===== src/rtl/audio_pkg.sv =====
// audio_pkg: shared types and constants for the music playback path.
//   note_t        4-bit note code from the sequencer (0x0..0xE = C4..D5, 0xF = rest)
//   NOTE_SILENCE  rest code
//   tone_state_t  playback FSM states
//   PITCH_HALF    square-wave half-periods in 50 MHz clock cycles, C4..D5 chromatic
//   pitch_half()  table lookup that yields 0 for the rest code
package audio_pkg;

  typedef logic [3:0] note_t;

  localparam note_t NOTE_SILENCE = 4'hF;

  typedef enum logic [1:0] {
    SILENT = 2'd0,
    TONE   = 2'd1,
    GAP    = 2'd2
  } tone_state_t;

  localparam logic [16:0] PITCH_HALF [0:14] = '{
    17'd95555, 17'd90194, 17'd85132, 17'd80352, 17'd75843,
    17'd71586, 17'd67569, 17'd63776, 17'd60197, 17'd56818,
    17'd53630, 17'd50620, 17'd47778, 17'd45096, 17'd42566
  };

  function automatic logic [16:0] pitch_half(input note_t n);
    if (n == NOTE_SILENCE) return 17'd0;
    return PITCH_HALF[n];
  endfunction

endpackage


===== src/rtl/note_tone_gen_if.sv =====
// note_tone_gen_if: sequencer <-> tone generator signals.
//   run         1 = beat counter advances, 0 = frozen and silenced
//   note        note code from the sequencer
//   noteEnable  1 = note is to be sounded
//   switchNote  one-cycle beat pulse back to the sequencer
//   tone_out    square wave
//   sample      signed amplitude sample
//   busy        high while a tone is sounding
// master = sequencer / audio consumer side, slave = tone generator.
interface note_tone_gen_if;
  import audio_pkg::*;

  logic               run;
  note_t              note;
  logic               noteEnable;
  logic               switchNote;
  logic               tone_out;
  logic signed [7:0]  sample;
  logic               busy;

  modport master (
    output run, note, noteEnable,
    input  switchNote, tone_out, sample, busy
  );

  modport slave (
    input  run, note, noteEnable,
    output switchNote, tone_out, sample, busy
  );
endinterface


===== src/rtl/note_tone_gen_beat_timer.sv =====
// beat_timer: 26-bit beat counter for the tone generator.
//   clk, reset   clock and synchronous active-high reset
//   run          1 = count advances, 0 = count holds
//   switch_note  high for the single cycle the count equals BEAT_DIV-1
//   gap_start    high for the single cycle the count equals BEAT_DIV-1-GAP_CYCLES
module beat_timer #(
  parameter int unsigned BEAT_DIV   = 12500000,
  parameter int unsigned GAP_CYCLES = 1250000
) (
  input  logic clk,
  input  logic reset,
  input  logic run,
  output logic switch_note,
  output logic gap_start
);

  localparam logic [25:0] LAST   = 26'(BEAT_DIV - 1);
  localparam logic [25:0] GAP_AT = 26'(BEAT_DIV - 1 - GAP_CYCLES);

  logic [25:0] count;

  always_ff @(posedge clk) begin
    if (reset) begin
      count <= '0;
    end else if (run) begin
      count <= (count == LAST) ? '0 : count + 26'd1;
    end
  end

  // Decoded from the registered count, so both strobes are clean one-cycle pulses.
  assign switch_note = run && (count == LAST);
  assign gap_start   = run && (count == GAP_AT);

endmodule


===== src/rtl/note_tone_gen.sv =====
// note_tone_gen: playback end of the in-game music path.
// Generates the beat pulse for the melody sequencer, latches the note it
// returns, and plays it as a square wave with a silent gap at the end of
// each beat.
//   clk    system clock (50 MHz)
//   reset  synchronous, active-high
//   bus    note_tone_gen_if.slave: run/note/noteEnable in,
//          switchNote/tone_out/sample/busy out
// Build option: TONE_ENVELOPE_EN adds a linear decay of the sample magnitude
// (one step every 2^16 >> DIV_SHIFT cycles in TONE, reloaded on each tone load).
module note_tone_gen
  import audio_pkg::*;
#(
  parameter int unsigned        BEAT_DIV   = 12500000,
  parameter int unsigned        GAP_CYCLES = 1250000,
  parameter int unsigned        DIV_SHIFT  = 0,
  parameter logic signed [7:0]  AMP        = 8'sd96
) (
  input  logic            clk,
  input  logic            reset,
  note_tone_gen_if.slave  bus
);

  logic               switch_note;
  logic               gap_start;
  logic               load_p1;
  tone_state_t        state;
  note_t              note_q;
  logic               en_q;
  logic [16:0]        phase_p1;
  logic               tone_p1;
  logic [16:0]        half;
  logic               tone_wrap;
  logic               sound_next;
  logic               note_live;
  logic signed [7:0]  mag;

  beat_timer #(
    .BEAT_DIV   (BEAT_DIV),
    .GAP_CYCLES (GAP_CYCLES)
  ) u_beat_timer (
    .clk         (clk),
    .reset       (reset),
    .run         (bus.run),
    .switch_note (switch_note),
    .gap_start   (gap_start)
  );

  assign bus.switchNote = switch_note;

  assign half       = pitch_half(note_q) >> DIV_SHIFT;
  // >= rather than == so a smaller half after a reload can never run away.
  assign tone_wrap  = (phase_p1 >= half - 17'd1);
  // The sequencer presents the new note in the load cycle itself, so the
  // state decision uses the incoming values, not the latched ones.
  assign sound_next = bus.noteEnable && (bus.note != NOTE_SILENCE);
  assign note_live  = en_q && (note_q != NOTE_SILENCE);

`ifdef TONE_ENVELOPE_EN
  localparam int unsigned ENV_PERIOD = ((32'd1 << 16) >> DIV_SHIFT) == 0 ? 1 : ((32'd1 << 16) >> DIV_SHIFT);
  localparam logic [16:0] ENV_LAST   = 17'(ENV_PERIOD - 1);

  logic [16:0] env_cnt;

  always_ff @(posedge clk) begin
    if (reset) begin
      mag     <= '0;
      env_cnt <= '0;
    end else if (bus.run && load_p1 && sound_next) begin
      mag     <= AMP;
      env_cnt <= '0;
    end else if (bus.run && state == TONE) begin
      if (env_cnt == ENV_LAST) begin
        env_cnt <= '0;
        if (mag != 8'sd0) mag <= mag - 8'sd1;
      end else begin
        env_cnt <= env_cnt + 17'd1;
      end
    end
  end
`else
  assign mag = AMP;
`endif

  always_ff @(posedge clk) begin
    if (reset) begin
      load_p1      <= 1'b0;
      state        <= SILENT;
      note_q       <= '0;
      en_q         <= 1'b0;
      phase_p1     <= '0;
      tone_p1      <= 1'b0;
      bus.tone_out <= 1'b0;
      bus.sample   <= '0;
      bus.busy     <= 1'b0;
    end else begin
      // stage p1: beat pulse delayed to the cycle the new note is valid
      load_p1 <= switch_note;

      // stage p2: output pins follow the current state one cycle later
      if (bus.run && state == TONE) begin
        bus.tone_out <= tone_p1;
        bus.sample   <= tone_p1 ? mag : -mag;
        bus.busy     <= 1'b1;
      end else begin
        bus.tone_out <= 1'b0;
        bus.sample   <= '0;
        bus.busy     <= 1'b0;
      end

      if (!bus.run) begin
        state    <= SILENT;
        phase_p1 <= '0;
        tone_p1  <= 1'b0;
      end else if (load_p1) begin
        // Every load restarts the phase, so repeated notes re-articulate.
        note_q   <= bus.note;
        en_q     <= bus.noteEnable;
        phase_p1 <= '0;
        tone_p1  <= 1'b1;
        state    <= sound_next ? TONE : SILENT;
      end else begin
        case (state)
          TONE: begin
            if (!note_live)     state <= SILENT;
            else if (gap_start) state <= GAP;
            if (tone_wrap) begin
              phase_p1 <= '0;
              tone_p1  <= ~tone_p1;
            end else begin
              phase_p1 <= phase_p1 + 17'd1;
            end
          end
          default: ;
        endcase
      end
    end
  end

endmodule


===== src/flat_wrapper.sv =====
// flat-port wrapper written by rule: the top's interface ports become plain ports
module note_tone_gen_flat import audio_pkg::*;
#(
  parameter int unsigned        BEAT_DIV   = 12500000,
  parameter int unsigned        GAP_CYCLES = 1250000,
  parameter int unsigned        DIV_SHIFT  = 0,
  parameter logic signed [7:0]  AMP        = 8'sd96
)
  (clk, reset, bus_run, bus_note, bus_noteEnable, bus_switchNote, bus_tone_out, bus_sample, bus_busy);
  note_tone_gen_if bus_i ();
  input  logic clk;
  input  logic reset;
  input wire logic [$bits(bus_i.run)-1:0] bus_run;
  input wire logic [$bits(bus_i.note)-1:0] bus_note;
  input wire logic [$bits(bus_i.noteEnable)-1:0] bus_noteEnable;
  output wire logic [$bits(bus_i.switchNote)-1:0] bus_switchNote;
  output wire logic [$bits(bus_i.tone_out)-1:0] bus_tone_out;
  output wire logic [$bits(bus_i.sample)-1:0] bus_sample;
  output wire logic [$bits(bus_i.busy)-1:0] bus_busy;
  assign bus_i.run = bus_run;
  assign bus_i.note = bus_note;
  assign bus_i.noteEnable = bus_noteEnable;
  assign bus_switchNote = bus_i.switchNote;
  assign bus_tone_out = bus_i.tone_out;
  assign bus_sample = bus_i.sample;
  assign bus_busy = bus_i.busy;
  note_tone_gen #(.BEAT_DIV(BEAT_DIV), .GAP_CYCLES(GAP_CYCLES), .DIV_SHIFT(DIV_SHIFT), .AMP(AMP)) u_core (.clk(clk), .reset(reset), .bus(bus_i));
endmodule

===== config.mk =====
export PLATFORM = sky130hd
export DESIGN_NAME = note_tone_gen_flat
export DESIGN_NICKNAME = d
export VERILOG_FILES = /design/src/rtl/audio_pkg.sv /design/src/rtl/note_tone_gen_if.sv /design/src/rtl/note_tone_gen_beat_timer.sv /design/src/rtl/note_tone_gen.sv /design/src/flat_wrapper.sv
export SDC_FILE = /design/constraint.sdc
export NUM_CORES = 1
export LEC_CHECK = 0
export BUFFER_PORTS_ARGS = -buffer_cell sky130_fd_sc_hd__buf_2
export CAP_MARGIN = 25
export CORE_ASPECT_RATIO = 0.9
export CORE_MARGIN = 4
export CORE_UTILIZATION = 37
export DETAILED_ROUTE_END_ITERATION = 6
export HOLD_SLACK_MARGIN = 0.08
export PLACE_DENSITY_LB_ADDON = 0.08
export SETUP_SLACK_MARGIN = 0.05
export SYNTH_ARGS = -nofsm -noshare
export SYNTH_HDL_FRONTEND = slang
export SYNTH_SLANG_ARGS = --single-unit

===== constraint.sdc =====
create_clock -name clk -period 11.5 [get_ports clk]
set_input_delay 2.3 -clock clk [delete_from_list [all_inputs] [get_ports clk]]
set_output_delay 2.3 -clock clk [all_outputs]
set_load 0.02 [all_outputs]

---- Word-level counts from Yosys, hierarchy flattened ----
Memories as Yosys holds them, arrays and structs flattened.
Cells that the tools add are included.
storage, ports and cells
  bits of input ports ..................... 8
  logic and storage cells ................. 57
  ROM bits ................................ 272
  memories ................................ 1
  flip-flop bits (word level) ............. 62
operators by class
  $add $sub $neg .......................... 3
  reduce and logical (&&, ||, !) cells .... 13
  equal/unequal tests ..................... 7
  bitwise gates (word level) .............. 4
  mux-type cells .......................... 17
  order comparisons ....................... 2
memory list
  memory            depth  width  rd ports  clocked after memory_dff  wr ports  line             RTL
  (name not given)  16     17     1         0                         0         audio_pkg.sv:27  return PITCH_HALF[n];
operators with widths
  cell                   count
  $mux 17                5
  $eq 26x24->1 const B   2
  $add 26x1->26 const B  1
  $mux 26                1
  $add 17x1->17 const B  1
  $ge 17x17->1           1
  $sub 17x1->17 const B  1
  $mux 2                 4
  $mux 8                 1
  $ne 4x4->1 const B     2
  $mux 1                 6
  $reduce_and 2->1       3
  $ge 5x5->1 const B     1
  $logic_and 1x1->1      5
  $not 4->5              1
  $eq 4x4->1 const B     1
  $reduce_bool 2->1      2
  $reduce_or 2->1        2
  $ne 3x1->1 const B     1
  $not 1->1              3
  $reduce_or 3->1        1
  $eq 2x1->1 const B     1

---- Logic depth before layout (Yosys ltp) ----
Gate-level depths: netlist of the first run.
  word-level depth ........................ 10
  depth in mapped cells ................... 18

---- Hierarchy ----
From an unflattened synthesis of the first run, not the netlist that was laid out.
unflattened totals
  cells, all modules ...................... 446
  area total of the unflattened synthesis .. 3,828.7 um2
by module, submodules not included
  module         cells an instance  times used  area each (um2)
  note_tone_gen  294                1           2,461.1
  beat_timer     152                1           1,367.6

---- Worst setup path before layout of the first run ----
OpenSTA, ideal clock, no wires.
  kind .................................... input port to output port
  start ................................... input bus_run
  end ..................................... output bus_switchNote
  stages on the path ...................... 2
  path slack .............................. 6.107 ns
  arrival ................................. 3.093 ns
  data required time ...................... 9.200 ns
  path buffers ............................ 0
  path through ............................ inv_1 > nor4_1
between the ends
  longest elaborated chain between the ends .. 1
ends and longest elaborated chain
  what                line                            RTL
  start: declaration  flat_wrapper.sv:13              input wire logic [$bits(bus_i.run)-1:0] bus_run;
  $logic_and 1x1->1   note_tone_gen_beat_timer.sv:31  assign switch_note = run && (count == LAST);
  end: declaration    flat_wrapper.sv:16              output wire logic [$bits(bus_i.switchNote)-1:0] bus_switchNote;
Every way passes these cells.

---- Final worst setup path of the first run ----
Ends and elaborated chain as after synthesis.

==> results of run 1 <==
-- kinds of logic after synthesis --
group	synth area share, %
compound gates	11.8
xor+xnor	11.1
fa+ha+maj	9.62
buf+inv	4.88
flops	30.8
mux	1.17
other cells	0.103
simple gates	30.6
-- worst max-delay path by stage --
stage / start / endpoint / cells after the start / slack (ns)
floorplan: bus_run / bus_switchNote / 2 / 6.11
global placement: bus_run / bus_switchNote / 4 / 6.01
detailed placement: bus_run / bus_switchNote / 4 / 5.96
CTS: bus_run / bus_switchNote / 4 / 5.95
global route: bus_run / bus_switchNote / 4 / 5.87
finish: bus_run / bus_switchNote / 4 / 5.99
-- layer usage --
layer / GRT usage [%] / up-vias / routed length (µm) / share of wire, %
li1: - / 1543 / - / -
met1: 18.9 / 1398 / 3860 / 49
met2: 23.8 / 22 / 3780 / 48
met3: 2.84 / 5 / 166 / 2.1
met4: 2.77 / 0 / 50 / 0.64
met5: 0 / - / 0 / 0
-- Yosys cell counts (4+ instances only) --
| master | instances |
|---|---|
| a21o_1 | 4 |
| a21oi_1 | 26 |
| and3_1 | 11 |
| and4_1 | 4 |
| buf_2 | 7 |
| buf_4 | 7 |
| clkbuf_1 | 7 |
| dfxtp_1 | 56 |
| ha_1 | 28 |
| inv_1 | 9 |
| nand2_1 | 44 |
| nand2b_1 | 9 |
| nand3_1 | 16 |
| nand3b_1 | 5 |
| nand4_1 | 16 |
| nor2_1 | 45 |
| nor2b_1 | 9 |
| nor3_1 | 21 |
| nor4_1 | 4 |
| o21ai_0 | 12 |
| or3_1 | 4 |
| xnor2_1 | 20 |
| xor2_1 | 26 |
-- power by group through the flow --
stage | Sequential [µW] | Combinational [µW] | Clock, µW
3_3_place_gp | 200 | 9.25 | 0
5_1_grt | 196 | 10.4 | 123
4_1_cts | 195 | 9.47 | 117
6_report | 195 | 9.25 | 109
3_5_place_dp | 200 | 9.43 | 0
2_1_floorplan | 200 | 7.79 | 0
-- registers in the layout (all words and copies together) (netlist names) --
register	count
u_core.load_p1	1
u_core.bus.busy	1
u_core.u_beat_timer.count	26
u_core.note_q	4
u_core.tone_p1	1
u_core.bus.sample	3
u_core.en_q	1
u_core.phase_p1	17
u_core.state	2
-- layout make-up --
cell class,count,area (µm²)
Multi-Input combinational cell,357,2360
Clock inverter,2,16.3
Inverter,10,37.5
Fill cell,1006,5830
Tap cell,126,158
Clock buffer,6,72.6
Timing Repair Buffer,13,65.1
Sequential cell,56,1120
-- per-stage QoR --
stage          cells  hold WS, ns  util (%)  setup slack [ns]
2_1_floorplan    447        0.441         -              6.11
5_1_grt          570        0.527      39.6              5.87
3_3_place_gp     562        0.469      38.7              6.01
4_1_cts          570        0.491      39.6              5.95
6_report         570        0.492      39.6              5.99
3_5_place_dp     562        0.474      38.7              5.96
-- worst register-to-register path, stage by stage, from the launching register on --
cell      delay [ns]
dfxtp_1         0.94
inv_2           0.25
a31oi_1         0.36
ha_1            0.25
nand2_1         0.07
nor3b_2         0.29
nand4_1         0.27
nor2_1          0.26
xnor2_1         0.12
ha_1            0.30
nand4_1         0.13
a2111o_1        0.53
a21oi_2         0.58
nor3_1          0.15
==> impl_metrics.yaml, run 1 <==
route:
  post_drt_wl_per_cell_um: 13.8
  drcViolationCount: 0
  vias: 2968
  drt-vias-per-instance: 5.21
  drt-initial-drc-count: 129
  first_pass_iters: 4
  ant_nets: 0
  routed_wirelength_um: 7850
finish:
  nets: 479
  final_common_cell: "dfxtp_1"
  final_area_um2: 3830
  num_antenna_cells: 0
  drive_gt1_share_pct: 8.11
  syn_to_final_growth_pct: 5.12
  final_cell_mix: "dfxtp_1, nor2_1, nand2_1"
power_and_ir_drop:
  p_int_uw: 240
  power.density_nw_per_um2: 82.0
  p_sw_uw: 73.6
  switching_share_pct: 23.4
  power_uw: 314
  ir_drop_uv: 39.9
  seq_power_share_pct: 62.2
  clkPwrFrac_pct: 34.8
  leakagePower_uw: 0.00137
  p_comb_share_pct: 2.9
sta:
  fin_skew_ns: 0.00807
  fin_crit_sh_pct: 47.9
  report.final.slew_viol_count: 0
  hold_violations: 0
  finalSetupViolations: 0
  worst_pin_slew_ns: 0.949
  fmax_mhz: 182
  min_period_ns: 5.51
  rsz0062_at_grt: "false"
  fin_tns_setup_ns: 0
  maxSlewHeadroom_pct: 36.7
critical_path:
  r2r_end: "u_core.phase_p1[13]"
  max_stage_delay_ns: 0.33
  critical_path.most_common_cell: "buf_2"
  crit_arrival_ns: 3.21
  crit_family: "buffers and inverters"
  critPathKind: "in -> out"
  cp-end-kind: "output port"
  worst_r2r_path_depth: 13
  path_cells: "buf_2 > inv_1 > nor4_1 > buf_2"
  timing.rr.start: "u_core.note_q[3]"
  critPathSlowestCell: "nor4_1"
  cp_max_fo: 15
  crit_required_ns: 9.20
  path_buf_inv: 3
  regToRegSetupSlack_ns: 6.85
  critPathLaunchType: "input pin"
run:
  drv_cap: 0
cts:
  hold_buffers: 0
  htree_levels: 2
  post_cts_resized: 0
  post-cts-setup-buffer-count: 0
  numCtsBuffers: 5
  clock_latency_ns: 0.31
  cts_root_buf: "clkbuf_8"
  cts_sinks: 56
  clock_path_buffers: 2
  cts_tree: "built"
  clk_pin_slew_ns: 0.10
yosys:
  ys.flop_type: "dfxtp_1"
  synth_cells: 443
  synth_top_area_share_pct: 30.8
  yosysUniqueCellTypes: 60
  synthArstFlopShare_pct: 0
  yosys_warnings: 0
  syn-cell-area_um2: 3640
  synth_top_cell_by_area: "dfxtp_1"
  synthTopCellsByArea: "dfxtp_1, ha_1, xor2_1"
  ys_ff_latch: 56
  synth-edff-count: 0
  yosysSeqAreaShare_pct: 30.8
  avgSynthCellArea_um2: 8.22
global_routing:
  grt_antenna_before_repair: 0
  grt_pass1_wl_um: 13300
  grt_pass1_vias: 2742
  grt_max_degree: 33
  overflow: 0
  grtUsageTotal_pct: 14.1
floorplanning:
  io_pins: 19
  dieArea_um2: 11500
  coreArea_um2: 9660
  rows: 34
  start_util_pct: 37.7
  die_w_um: 113
  die_h_um: 102
worst_hold_path:
  hold_end: "u_core.en_q"
  hold_class: "reg -> reg"
  hold_depth: 2
  hold_start: "u_core.en_q"
placed_design:
  dpl-instance-area_um2: 3740
  routabilityCongestion: 0.821
  dp_hpwl_um: 5870
  io_buffers: 13
status:
  outcome: "complete, no violations"
(Power assumes the default switching activity.)
==> inputs of run 2 (changes only) <==
ABC_AREA = 1   (was unset)
clock period = 5.27 ns   (was 11.5 ns; I/O delays follow)
==> run 2 against run 1 <==
Flip-flop and latch count unchanged. Final area increased by 7.9%. Routed wire length is 13% higher. Sequential share of layout area decreased by 2.2 points. Critical path type is now reg -> reg. Largest cell class unchanged.
==> impl_metrics.yaml, run 2 <==
yosys:
  synth_top_area_share_pct: 29.1
  synth-edff-count: 0
  yosysMostFrequentCell: "nand2_1"
  syn-cell-area_um2: 3850
  yosysSeqAreaShare_pct: 29.1
  ys_ff_latch: 56
  synth_top_cell_by_area: "dfxtp_1"
  avgSynthCellArea_um2: 6.83
  ys.flop_type: "dfxtp_1"
  synth_cells: 563
  synthArstFlopShare_pct: 0
  synth_commonest_cells: "nand2_1, nor2_1, inv_1"
  synthTopCellsByArea: "dfxtp_1, nand2_1, ha_1"
  yosys_warnings: 0
  yosysUniqueCellTypes: 45
route:
  vias: 3420
  ant_nets: 0
  routed_wirelength_um: 8890
  post_drt_wl_per_cell_um: 12.6
  drcViolationCount: 0
  drt-vias-per-instance: 4.86
  drt-initial-drc-count: 154
  first_pass_iters: 4
placed_design:
  io_buffers: 13
  pre_cts_ws_ns: 1.40
  dpl-instance-area_um2: 3990
  dp_hpwl_um: 7110
  routabilityCongestion: 0.882
sta:
  hold_violations: 0
  finalSetupViolations: 0
  fin_skew_ns: 0.00379
  rsz0062_at_grt: "false"
  maxSlewHeadroom_pct: 48.2
  fin_tns_setup_ns: 0
  fmax_mhz: 257
  report.final.slew_viol_count: 0
  min_period_ns: 3.90
  worst_pin_slew_ns: 0.776
  setup_slack_ns: 1.37
  fin_crit_sh_pct: 74.0
critical_path:
  critical_path.most_common_cell: "nand2_1"
  regToRegSetupSlack_ns: 1.37
  critPathKind: "reg -> reg"
  timing.rr.start: "u_core.note_q[1]"
  crit_path_start: "u_core.note_q[1]"
  max_stage_delay_ns: 0.53
  cp-end-kind: "flip-flop"
  worstSetupPathDepth: 20
  crit_family: "simple AND/OR/NAND/NOR gates"
  critPathSlowestCell: "dfxtp_1"
  path_cells: "inv_1 > ha_1 > a21oi_2 > o21ai_1 > o211ai_2 > ha_1 > nand3_2 > nor2_4 > nand2_2 > xor2_1 > ha_1 > nand2_1 > inv_1 > nand2_1 > nor2_1 > o211ai_1 > nand3_1 > nand2_1 > nand2_1 > nor3_1"
  critPathLaunchType: "flip-flop"
  crit_arrival_ns: 4.05
  cp_max_fo: 15
  endpoint: "u_core.phase_p1[1]"
  r2r_end: "u_core.phase_p1[1]"
  path_buf_inv: 2
  worst_r2r_path_depth: 20
  crit_required_ns: 5.43
power_and_ir_drop:
  ir_drop_uv: 121
  p_sw_uw: 171
  leakagePower_uw: 0.00176
  p_comb_share_pct: 3.1
  power.density_nw_per_um2: 189
  clkPwrFrac_pct: 42.4
  p_int_uw: 609
  seq_power_share_pct: 54.6
  switching_share_pct: 22.0
finish:
  final_cell_mix: "nand2_1, nor2_1, inv_1"
  top_register: "u_core.u_beat_timer.count"
  largest_reg_flops: 26
  fin_util_pct: 40.5
  syn_to_final_growth_pct: 7.45
  num_antenna_cells: 0
  nets: 610
  top_regs: "u_core.u_beat_timer.count x26, u_core.phase_p1 x17, u_core.note_q x4"
  drive_gt1_share_pct: 11.7
  final_area_um2: 4130
  final_common_cell: "nand2_1"
cts:
  post_cts_resized: 0
  hold_buffers: 0
  clock_latency_ns: 0.29
  cts_sinks: 56
  cts_root_buf: "clkbuf_16"
  htree_levels: 2
  clk_pin_slew_ns: 0.07
  numCtsBuffers: 5
  cts_tree: "built"
  clock_path_buffers: 2
  post-cts-setup-buffer-count: 0
floorplanning:
  coreArea_um2: 10200
  rows: 35
  start_util_pct: 37.7
  die_h_um: 105
  die_w_um: 115
  io_pins: 19
  dieArea_um2: 12100
status:
  outcome: "complete, no violations"
global_routing:
  grtUsageTotal_pct: 15.1
  overflow: 0
  grt_antenna_before_repair: 0
  grt_pass1_wl_um: 15200
  grt_pass1_vias: 3163
  grt_max_degree: 20
worst_hold_path:
  hold_start: "u_core.en_q"
  hold_class: "reg -> reg"
run:
  drv_cap: 0
run 2: cell types whose count changed after synthesis, moves of 10 or more:
cell and delta:
inv_1 +67, nand2_1 +67, nor2_1 +32, xnor2_1 -15, nand3_1 +12, xor2_1 -12, and3_1 -10
run 2: metal layers:
| metal | routed length (µm) | up-vias | track usage (%) |
|---|---|---|---|
| met3 | 206 | 8 | 2.20 |
| met5 | 0 | - | 0 |
| met2 | 4260 | 46 | 25.2 |
| met4 | 104 | 0 | 3.10 |
| li1 | - | 1837 | - |
| met1 | 4330 | 1529 | 20.6 |
run 2: cells by family (layout without fill, tap and decap cells):
group           count (synthesis)  count (layout)  share of synthesized area, %
compound gates                 78              78                          12.5
xor+xnor                       19              19                          4.33
flops                          56              56                          29.1
buf+inv                        95             103                          10.7
fa+ha+maj                      28              28                          9.11
other cells                     1               5                        0.0975
simple gates                  286             286                          34.2
run 2: final cells by class:
class / instances / area [µm²]
inverter: 81 / 307
timing repair buffer: 14 / 72.6
sequential: 56 / 1120
multi-input combinational: 416 / 2330
tap: 129 / 161
clock buffer: 7 / 133
fill: 1097 / 6070
clock inverter: 1 / 8.76
run 2: how the worst min path moves through the flow:
stage                           end  slack, ns  depth (start not counted)
6_report                u_core.en_q       0.46                          2
5_1_grt             u_core.state[1]       0.50                          2
4_1_cts                 u_core.en_q       0.47                          2
2_1_floorplan  u_core.bus.sample[7]       0.43                          1
3_3_place_gp        u_core.state[1]       0.45                          2
3_5_place_dp            u_core.en_q       0.46                          2
run 2: worst register-to-register path, cell delays in order (launching register included):
cell	delay [ns]
dfxtp_1	0.53
inv_1	0.23
ha_1	0.37
a21oi_2	0.21
o21ai_1	0.10
o211ai_2	0.09
ha_1	0.22
nand3_2	0.14
nor2_4	0.19
nand2_2	0.08
xor2_1	0.15
ha_1	0.29
nand2_1	0.07
inv_1	0.05
nand2_1	0.05
nor2_1	0.14
o211ai_1	0.11
nand3_1	0.14
nand2_1	0.11
nand2_1	0.41
nor3_1	0.09
run 2: through the flow:
step	power, µW	hold slack, ns	std cells
global route	810	0.499	704
CTS	795	0.468	704
floorplan	455	0.426	567
detailed placement	460	0.457	696
finish	780	0.465	704
global placement	460	0.451	696
run 2: power by group through the flow:
stage	clock (µW)	sequential, µW	combinational [µW]
after floorplan	0	435	19.2
after global placement	0	436	24.2
after detailed placement	0	436	24.2
after CTS	345	426	24.3
after global routing	357	426	27.4
final	330	426	23.8
==> inputs of run 3 (changes only) <==
clock period = 3.8 ns   (was 5.27 ns; I/O delays follow)
==> run 3 against run 2 <==
Critical path depth unchanged. Clock power increased by 37%. Sequential power is 38% higher. Critical endpoint is now u_core.phase_p1[13]. Register-to-register slack got worse by 0.91 ns. Total power rose by 38%. Routed wire length increased by 0.61%. Flip-flop and latch count is the same. Sequential share of layout area decreased by 0.27 points.
==> impl_metrics.yaml, run 3 (same netlist as run 2, synthesis figures left out) <==
power_and_ir_drop:
  power.density_nw_per_um2: 257
  seq_power_share_pct: 54.8
  clkPwrFrac_pct: 42.1
  p_comb_share_pct: 3.1
  p_sw_uw: 239
  leakagePower_uw: 0.00178
  ir_drop_uv: 154
  switching_share_pct: 22.2
  p_int_uw: 837
sta:
  fin_tns_setup_ns: 0
  fin_crit_sh_pct: 87.9
  maxSlewHeadroom_pct: 61.9
  fmax_mhz: 299
  worst_pin_slew_ns: 0.571
  report.final.slew_viol_count: 0
  min_period_ns: 3.34
  fin_skew_ns: 0.00924
  finalSetupViolations: 0
  rsz0062_at_grt: "false"
  hold_violations: 0
floorplanning:
  io_pins: 19
  dieArea_um2: 12100
  die_w_um: 115
  coreArea_um2: 10200
  start_util_pct: 37.7
  die_h_um: 105
  rows: 35
critical_path:
  crit_path_start: "u_core.note_q[2]"
  crit_family: "simple AND/OR/NAND/NOR gates"
  timing.rr.start: "u_core.note_q[2]"
  crit_required_ns: 3.98
  crit_arrival_ns: 3.53
  path_buf_inv: 3
  cp_max_fo: 15
  path_cells: "inv_4 > a21oi_2 > o21ai_1 > o211ai_2 > ha_2 > nand3_2 > nor2_4 > nand2_2 > xor2_1 > ha_1 > nand2_1 > inv_1 > nand2_1 > nor2_1 > o211ai_1 > nand3_1 > nand2_2 > nand2_1 > buf_4 > nor2_1"
  critical_path.most_common_cell: "nand2_1"
  critPathLaunchType: "flip-flop"
  critPathKind: "reg -> reg"
  critPathSlowestCell: "dfxtp_1"
  cp-end-kind: "flip-flop"
  max_stage_delay_ns: 0.68
finish:
  final_common_cell: "nand2_1"
  top_regs: "u_core.u_beat_timer.count x26, u_core.phase_p1 x17, u_core.note_q x4"
  largest_reg_flops: 26
  num_antenna_cells: 0
  fin_util_pct: 41.0
  final_cell_mix: "nand2_1, nor2_1, inv_1"
  top_register: "u_core.u_beat_timer.count"
  syn_to_final_growth_pct: 8.88
  nets: 615
  drive_gt1_share_pct: 13.3
cts:
  clock_latency_ns: 0.29
  clk_pin_slew_ns: 0.07
  cts_root_buf: "clkbuf_16"
  cts_sinks: 56
  cts_tree: "built"
  post-cts-setup-buffer-count: 0
  clock_path_buffers: 2
  htree_levels: 2
  numCtsBuffers: 5
global_routing:
  grt_antenna_before_repair: 0
  overflow: 0
  grt_pass1_wl_um: 15400
  grt_max_degree: 17
  grt_pass1_vias: 3466
  grtUsageTotal_pct: 15.3
route:
  drt-vias-per-instance: 4.90
  first_pass_iters: 4
  ant_nets: 0
  drcViolationCount: 0
  post_drt_wl_per_cell_um: 12.6
  vias: 3466
  drt-initial-drc-count: 168
  routed_wirelength_um: 8950
worst_hold_path:
  hold_class: "reg -> reg"
  hold_start: "u_core.state[1]"
placed_design:
  routabilityCongestion: 0.915
  io_buffers: 13
  dp_hpwl_um: 7170
status:
  outcome: "complete, no violations"
run:
  drv_cap: 0
==> run 3: cell types whose count changed in the layout (fill, tap and decap cells not counted), sizes merged <==
| cell | previous run | this run |
|---|---|---|
| clkbuf | 7 | 5 |
| buf | 14 | 19 |
| clkinvlp | 0 | 1 |
==> run 3: power groups by stage <==
stage               registers (µW)  logic (µW)  clock network, µW
finish                         590        33.8                453
global route                   590        38.2                486
global placement               604        34.3                  0
CTS                            590        34.7                465
detailed placement             604        34.6                  0
floorplan                      604        26.7                  0
==> run 3: worst paths after layout <==
kind | end | slack [ns] | cells after the start
worst max register to register | u_core.phase_p1[13] | 0.46 | 20
worst max-delay path | u_core.phase_p1[13] | 0.46 | 20
worst min-delay path | u_core.state[1] | 0.46 | 2
worst min register to register | u_core.state[1] | 0.46 | 2
==> run 3: worst reg2reg max path, cell delays in order (launching register included) <==
cell      delay (ns)
dfxtp_1         0.68
inv_4           0.14
a21oi_2         0.20
o21ai_1         0.10
o211ai_2        0.08
ha_2            0.22
nand3_2         0.14
nor2_4          0.20
nand2_2         0.07
xor2_1          0.15
ha_1            0.30
nand2_1         0.08
inv_1           0.05
nand2_1         0.05
nor2_1          0.12
o211ai_1        0.10
nand3_1         0.14
nand2_2         0.09
nand2_1         0.07
buf_4           0.20
nor2_1          0.07
==> run 3: layer usage <==
metal | part of all wire (%) | up-vias | GRT usage, % | routed length, µm
met3 | 2.1 | 9 | 2.32 | 191
met4 | 1.2 | 0 | 3.60 | 111
li1 | - | 1834 | - | -
met2 | 49 | 39 | 26.6 | 4350
met1 | 48 | 1584 | 19.8 | 4290
met5 | 0 | - | 0 | 0
==> run 3: repair_timing <==
item | 4_1_cts | 5_1_grt
gates resized for setup | 0 | 5
setup endpoints to repair | 0 | 17
hold buffers | 0 | 0
==> run 3: final cells by class <==
type                            count  area, µm²
Tap cell                          129        161
Clock inverter                      2       12.5
Fill cell                        1108       6020
Multi-Input combinational cell    416       2350
Sequential cell                    56       1120
Clock buffer                        5        125
Inverter                           81        307
Timing Repair Buffer               19        110
==> run 3: per-stage QoR <==
step	setup slack [ns]	power (µW)	cells	hold slack, ns	cell area, µm²
after floorplan	0.478	631	567	0.426	3860
after global placement	0.331	639	701	0.453	4030
after detailed placement	0.210	639	701	0.458	4030
after CTS	0.203	1090	708	0.469	4170
after global routing	0.0941	1110	708	0.509	4190
final	0.458	1080	708	0.461	4190
